File: src/rtl/hsv_thresh_ctrl.sv
// HSV threshold configuration controller: shadow/active threshold sets with
// frame-aligned commit, plus a saturating per-frame mask-hit counter.
module hsv_thresh_ctrl #(
  parameter int unsigned CNT_W = 20
) (
  input  logic             clk,
  input  logic             rst,
  input  logic             cfg_valid,
  output logic             cfg_ready,
  input  logic [2:0]       cfg_addr,
  input  logic [7:0]       cfg_data,
  input  logic             cfg_commit,
  input  logic             frame_start,
  input  logic             pix_valid,
  input  logic             pix_hit,
  output logic [7:0]       h_lo,
  output logic [7:0]       h_hi,
  output logic [7:0]       s_lo,
  output logic [7:0]       s_hi,
  output logic [7:0]       v_lo,
  output logic [7:0]       v_hi,
  output logic             commit_pending,
  output logic             commit_done,
  output logic             range_err,
  output logic             addr_err,
  output logic [CNT_W-1:0] hit_count,
  output logic             count_valid
);

  typedef enum logic [0:0] {
    IDLE    = 1'b0,
    PENDING = 1'b1
  } state_t;

  // Element order is h_lo, h_hi, s_lo, s_hi, v_lo, v_hi (index 0..5).
  localparam logic [5:0][7:0] PASS_ALL = {3{8'hFF, 8'h00}};
  localparam logic [CNT_W-1:0] CNT_ONE = CNT_W'(1);

  state_t           state_q, state_d;
  logic [5:0][7:0]  shadow_q, shadow_d;
  logic [5:0][7:0]  active_q, active_d;
  logic             commit_done_q, commit_done_d;
  logic             range_err_q, range_err_d;
  logic             addr_err_q, addr_err_d;
  logic [CNT_W-1:0] cnt_q, cnt_d;
  logic [CNT_W-1:0] hit_count_q, hit_count_d;
  logic             count_valid_q, count_valid_d;

  logic             wr_accept;
  logic             shadow_inverted;
  logic             pix_counted;

  assign cfg_ready      = (state_q == IDLE);
  assign commit_pending = (state_q == PENDING);
  assign wr_accept      = cfg_valid & cfg_ready;
  assign pix_counted    = pix_valid & pix_hit;

  assign shadow_inverted = (shadow_q[0] > shadow_q[1]) |
                           (shadow_q[2] > shadow_q[3]) |
                           (shadow_q[4] > shadow_q[5]);

  always_comb begin
    state_d       = state_q;
    shadow_d      = shadow_q;
    active_d      = active_q;
    commit_done_d = 1'b0;
    range_err_d   = range_err_q;
    addr_err_d    = 1'b0;

    if (wr_accept) begin
      if (cfg_addr <= 3'd5) begin
        shadow_d[cfg_addr] = cfg_data;
      end else begin
        addr_err_d = 1'b1;
      end
    end

    // A commit seen in IDLE never applies on the same edge, even with
    // frame_start high; it always waits for a later frame boundary.
    unique case (state_q)
      IDLE: begin
        if (cfg_commit) begin
          state_d = PENDING;
        end
      end
      PENDING: begin
        if (frame_start) begin
          active_d      = shadow_q;
          range_err_d   = shadow_inverted;
          commit_done_d = 1'b1;
          state_d       = IDLE;
        end
      end
      default: state_d = IDLE;
    endcase
  end

  // The hit coinciding with frame_start is the first hit of the new frame.
  always_comb begin
    cnt_d         = cnt_q;
    hit_count_d   = hit_count_q;
    count_valid_d = 1'b0;

    if (frame_start) begin
      hit_count_d   = cnt_q;
      cnt_d         = CNT_W'(pix_counted);
      count_valid_d = 1'b1;
    end else if (pix_counted && (cnt_q != '1)) begin
      cnt_d = cnt_q + CNT_ONE;
    end
  end

  always_ff @(posedge clk or posedge rst) begin
    if (rst) begin
      state_q       <= IDLE;
      shadow_q      <= PASS_ALL;
      active_q      <= PASS_ALL;
      commit_done_q <= 1'b0;
      range_err_q   <= 1'b0;
      addr_err_q    <= 1'b0;
      cnt_q         <= '0;
      hit_count_q   <= '0;
      count_valid_q <= 1'b0;
    end else begin
      state_q       <= state_d;
      shadow_q      <= shadow_d;
      active_q      <= active_d;
      commit_done_q <= commit_done_d;
      range_err_q   <= range_err_d;
      addr_err_q    <= addr_err_d;
      cnt_q         <= cnt_d;
      hit_count_q   <= hit_count_d;
      count_valid_q <= count_valid_d;
    end
  end

  assign h_lo        = active_q[0];
  assign h_hi        = active_q[1];
  assign s_lo        = active_q[2];
  assign s_hi        = active_q[3];
  assign v_lo        = active_q[4];
  assign v_hi        = active_q[5];
  assign commit_done = commit_done_q;
  assign range_err   = range_err_q;
  assign addr_err    = addr_err_q;
  assign hit_count   = hit_count_q;
  assign count_valid = count_valid_q;

endmodule

File: config.mk
export PLATFORM = sky130hd
export DESIGN_NAME = hsv_thresh_ctrl
export DESIGN_NICKNAME = d
export VERILOG_FILES = /design/src/rtl/hsv_thresh_ctrl.sv
export SDC_FILE = /design/constraint.sdc
export NUM_CORES = 1
export LEC_CHECK = 0
export CORE_MARGIN = 1.5
export CORE_UTILIZATION = 35
export DETAILED_ROUTE_END_ITERATION = 12
export GPL_ROUTABILITY_DRIVEN = 0
export PLACE_DENSITY_LB_ADDON = 0.3
export REMOVE_ABC_BUFFERS = 1
export SLEW_MARGIN = 20
export SYNTH_ARGS = -nofsm -noshare
export SYNTH_HDL_FRONTEND = slang
export SYNTH_SLANG_ARGS = --single-unit
File: constraint.sdc
create_clock -name clk -period 4.3 [get_ports clk]
set_clock_uncertainty 0.1 [all_clocks]
set_input_delay 0.86 -clock clk [delete_from_list [all_inputs] [get_ports clk]]
set_output_delay 0.86 -clock clk [all_outputs]
set_load 0.01 [all_outputs]
==> impl_metrics.yaml, run 1 <==
pwr:
  power.density_nw_per_um2: 576
  p_leak_nw: 3.44
  vdd_drop_max_v: 0.000307
hold_path:
  hp-class: "reg -> reg"
logic_synthesis:
  async_flop_share_pct: 100
  yosys.cell_types.count: 47
  synth-main-ff-cell: "dfrtp_1"
  ys_ff_latch: 141
  ys_warn_count: 0
  synth-edff-count: 0
  syn_area_um2: 6210
  synthCells: 508
  avgSynthCellArea_um2: 12.2
  synth_seq_area_share_pct: 57.7
sta:
  setup_tns_ns: 0
  fmax_mhz: 392
  relSlewSlack_pct: 58.3
  hold_viol: 0
  setup_violations: 0
  report.final.slew_viol_count: 0
  tightest_slew_ns: 0.624
  grt_setup_unrepaired: "false"
  hold_ws_ns: 0.377
  fin_crit_sh_pct: 59.3
  fin_crit_ns: 2.55
  setup_ws_ns: 1.75
setup_path:
  crit_family: "simple AND/OR/NAND/NOR gates"
  path_cells: "clkdlybuf4s50_1, nor3b_1, nand2_1, nor2_2, mux2_2"
  r2r_slack_ns: 2.15
  critPathLaunchType: "primary input"
  cp_num_buf_inv: 1
  cpPeakStageDelay_ns: 0.53
  critical_path.max_fanout: 9
  worst_path_max_delay_cell: "nor3b_1"
  end_kind: "flip-flop"
  crit_arrival_ns: 2.75
  crit_type: "in -> reg"
  cp.required_ns: 4.50
detailed_routing:
  wl_per_cell_um: 15.4
  vias_per_cell: 4.90
  drt_iter0_markers: 174
  drc: 0
  via_count: 4133
  drt_pass1_iterations: 4
  ant_nets: 0
  routed_wirelength_um: 13000
placement:
  portBuffers: 91
  dpl.hpwl_um: 9300
  pre_cts_ws_ns: 1.33
finish:
  final_cell_mix: "dfrtp_1 (93), clkdlybuf4s50_1 (90), mux2_2 (83), nand2_1 (50), dfstp_2 (48)"
  layout-drive-gt1-share_pct: 29.4
  nets: 648
  antenna_cells: 0
  syn_to_final_growth_pct: 27.7
  mostFrequentLayoutCell: "dfrtp_1"
clocking:
  cts_buffer_depth: 2
  cts_resized: 0
  cts_setup_buffers: 0
  cts_buffers: 17
  holdBufCountCts: 0
  cts_max_level: 4
  clkTransAtPathRegs_ns: 0.06
  cts-root-buf: "clkbuf_16"
  clock_latency_ns: 0.41
  clock_sinks: 141
  cts_tree: "built"
global_routing:
  grt_max_degree: 66
  top_usage_layer: "met2"
  grt_antenna_before_repair: 0
  grt_pass1_vias: 4216
  met2_usage_pct: 25.3
  grt_pass1_wl_um: 21300
  grt_use_met3_pct: 4.10
  globalRouteMet1Util_pct: 18.5
  overflow: 0
  grt_usage_pct: 14.9
die:
  die_w_um: 136
  die_height_um: 136
  fp.dieArea_um2: 18600
  core.rowCount: 48
  coreArea_um2: 17300
  initial_core_util_pct: 35.9
  pin_count: 92
flow_run:
  drv_cap: 0
run_status:
  outcome: "complete, no violations"
[Yosys cell counts (all sizes together) (2+ instances only)]
library cell  instances  area share (%)
nand3                 9            0.81
or3                   3            0.38
or4                   3            0.36
nor2b                 3            0.30
clkbuf               15            0.91
o31ai                 3            0.36
ha                   25             5.0
xnor2                10             1.4
a21o                  2            0.24
a211oi                2            0.24
mux2                 85              15
a21oi                21             1.8
nand3b                2            0.24
and4                  2            0.28
dfrtp                93              37
o211ai                2            0.24
nor2                 24             1.5
inv                  30             1.8
o21ai                40             3.2
dfstp                48              20
buf                   3            0.44
and3                  3            0.30
and2                  2            0.20
nor3                  3            0.24
nor4                  4            0.64
nand4                11             1.4
nand2                51             3.1
[where the power goes]
part	switching [mW]	leakage [nW]	internal, mW	total (mW)
registers	0.197	1.71	1.77	1.96
logic	0.536	1.46	0.692	1.23
clock network	0.568	0.268	0.809	1.38
[path summary, 6_finish.rpt]
| check | from | end | cells after the start |
|---|---|---|---|
| min | v_hi[5] | v_hi[5] | 2 |
| max | cfg_valid | shadow_q[21] | 5 |
| max reg2reg | cnt_q[0] | cnt_q[19] | 5 |
| max in group asynchronous | rst | v_hi[7] | 3 |
| min in group asynchronous | rst | hit_count[11] | 2 |
| min reg2reg | v_hi[5] | v_hi[5] | 2 |
[cells by family (layout without fill, tap and decap cells)]
| logic type | after synthesis | count (layout) | share of synthesized area, % |
|---|---|---|---|
| multiplexers | 86 | 86 | 15.6 |
| buffers and inverters | 48 | 158 | 3.16 |
| adder cells (fa/ha/maj) | 25 | 25 | 5.03 |
| XOR/XNOR | 11 | 11 | 1.55 |
| flip-flops | 141 | 141 | 57.7 |
| AO/OA/AOI/OAI | 74 | 74 | 6.80 |
| AND/OR/NAND/NOR | 123 | 123 | 10.1 |
[metrics by stage]
step / total power, mW / utilization, % / instance area [um^2] / std cells
2_1_floorplan: 2.60 / - / 6130 / 490
3_3_place_gp: 3.18 / 42.6 / 7380 / 811
3_5_place_dp: 3.23 / 42.6 / 7380 / 811
4_1_cts: 4.63 / 45.9 / 7940 / 843
5_1_grt: 4.85 / 45.9 / 7940 / 843
6_report: 4.57 / 45.9 / 7940 / 843
[sequential cells by signal, summed over array words and instances, names as in the netlist, 8 cells and up]
name,cells
shadow_q,48
cnt_q,20
hit_count,20
h_hi,8
h_lo,8
s_hi,8
s_lo,8
v_hi,8
v_lo,8
[layer usage]
metal	vias to the layer above	wire length, um
met4	0	134
met3	10	598
met5	-	0
met2	93	6370
met1	2053	5880
li1	1977	-
[worst register-to-register path, cell delays in order, from the launching register on]
cell     delay, ns
dfrtp_1       0.44
ha_1          0.26
and4_1        0.31
a21o_1        0.31
or4_1         0.50
a21oi_1       0.15
[layout make-up]
cell class	instances	area [um^2]
fill	1605	9360
sequential	141	3590
multi-input combinational	319	2430
timing repair buffer	96	956
clock buffer	18	439
tap	225	282
clock inverter	14	120
inverter	30	118
No activity file was read; power rests on OpenSTA's default activity.
==> run 2: changes to the inputs <==
Clock period 4.3 ns to 2.28 ns, I/O delays scaled along.
==> run 2 against run 1 <==
Effect of this change: clock-buffer cell count increased by 4; sequential share of layout area decreased by 1.3 points; sequential power increased by 89%; utilization increased by 1.4 points; cell area increased by 3.0%; sequential cell count unchanged; register-to-register slack got worse by 1.9 ns; critical path type is now reg -> reg; critical endpoint is now cnt_q[17]; largest power group unchanged.
==> impl_metrics.yaml, run 2 (synthesized netlist as in run 1, its figures left out) <==
clocking:
  clock_sinks: 141
  cts_max_level: 4
  cts_setup_buffers: 0
  holdBufCountCts: 0
  clock_latency_ns: 0.42
  clkTransAtPathRegs_ns: 0.06
  cts_resized: 0
  cts_buffers: 17
  cts-root-buf: "clkbuf_16"
  cts_buffer_depth: 2
  cts_tree: "built"
detailed_routing:
  ant_nets: 0
  drc: 0
  via_count: 4212
  wl_per_cell_um: 15.2
  drt_pass1_iterations: 4
  vias_per_cell: 4.91
  routed_wirelength_um: 13000
  drt_iter0_markers: 126
finish:
  final_cell_mix: "dfrtp_1 (93), clkdlybuf4s50_1 (90), mux2_2 (83), nand2_1 (50), dfstp_2 (48)"
  syn_to_final_growth_pct: 31.5
  mostFrequentLayoutCell: "dfrtp_1"
  nets: 663
  layout-drive-gt1-share_pct: 30.8
  largest_reg_flops: 48
  largest-register: "shadow_q"
  post_layout_nonfiller_instances: 858
  antenna_cells: 0
sta:
  hold_viol: 0
  grt_setup_unrepaired: "false"
  relSlewSlack_pct: 65.5
  report.final.slew_viol_count: 0
  tightest_slew_ns: 0.517
  hold_ws_ns: 0.343
  fin_crit_ns: 2.07
  setup_violations: 0
  fin_crit_sh_pct: 90.8
  fmax_mhz: 483
run_status:
  outcome: "complete, no violations"
die:
  die_height_um: 136
  die_w_um: 136
  core.rowCount: 48
  initial_core_util_pct: 35.9
  coreArea_um2: 17300
  pin_count: 92
  fp.dieArea_um2: 18600
setup_path:
  end_kind: "flip-flop"
  cp.required_ns: 2.52
  r2r-start: "cnt_q[0]"
  crit_type: "reg -> reg"
  reg2reg_depth: 5
  rr_endpoint: "cnt_q[17]"
  critical_path.max_fanout: 11
  critPathLaunchType: "flip-flop"
  crit_arrival_ns: 2.31
  r2r_slack_ns: 0.21
flow_run:
  drv_cap: 0
pwr:
  vdd_drop_max_v: 0.000566
  p_leak_nw: 3.57
  power.density_nw_per_um2: 1100
global_routing:
  grt_max_degree: 48
  grt_antenna_before_repair: 0
  grt_pass1_wl_um: 21500
  overflow: 0
  grt_pass1_vias: 4253
  grt_usage_pct: 15.2
hold_path:
  hp-class: "in -> async"
placement:
  dpl.hpwl_um: 9500
  portBuffers: 91
  place_inst: 826
[run 2: where the power goes]
| part | internal [mW] | total, mW | switching (mW) |
|---|---|---|---|
| Combinational | 1.33 | 2.34 | 1.01 |
| Sequential | 3.33 | 3.71 | 0.376 |
| Clock | 1.92 | 2.94 | 1.02 |
[run 2: routing by layer]
| layer | vias up | global-route usage (%) | routed length [um] |
|---|---|---|---|
| met1 | 2095 | 18.6 | 5840 |
| met4 | 0 | 5.61 | 202 |
| met2 | 94 | 25.4 | 6420 |
| li1 | 2008 | - | - |
| met5 | - | 0 | 0 |
| met3 | 15 | 4.59 | 546 |
[run 2: worst max-delay path by stage]
stage | start | endpoint | slack [ns] | cells after the start
2_1_floorplan | rst | addr_err | -1.98 | 1
3_3_place_gp | cfg_valid | shadow_q[28] | 0.01 | 5
3_5_place_dp | cfg_valid | shadow_q[18] | -0.01 | 7
4_1_cts | h_hi[1] | h_hi[1] | 0.20 | 1
5_1_grt | cnt_q[0] | cnt_q[19] | 0.08 | 5
6_report | cnt_q[0] | cnt_q[17] | 0.21 | 5
[run 2: layout make-up]
type                    instances  area [um^2]
well taps                     225          282
fillers                      1536         9120
inverters                      30          118
multi-input cells             319         2430
clock buffers                  22          474
flip-flops and latches        141         3590
clock inverters                10          160
repair buffers                111         1120
[run 2: per-stage QoR]
step	setup TNS, ns	util [%]	total power [mW]	cell area [um^2]	worst slack [ns]
5_1_grt	0	47.3	9.53	8170	0.0810
4_1_cts	0	47.3	9.12	8170	0.199
2_1_floorplan	-231.02	-	4.90	6130	-1.98
3_5_place_dp	-0.0438	43.6	6.13	7540	-0.0130
3_3_place_gp	0	43.6	6.02	7540	0.0106
6_report	0	47.3	8.98	8170	0.209
[run 2: critical path: stages, from the launching register on]
cell,delay [ns]
dfrtp_1,0.44
ha_1,0.25
and4_1,0.25
a21o_1,0.28
or4_1,0.51
a21oi_1,0.16
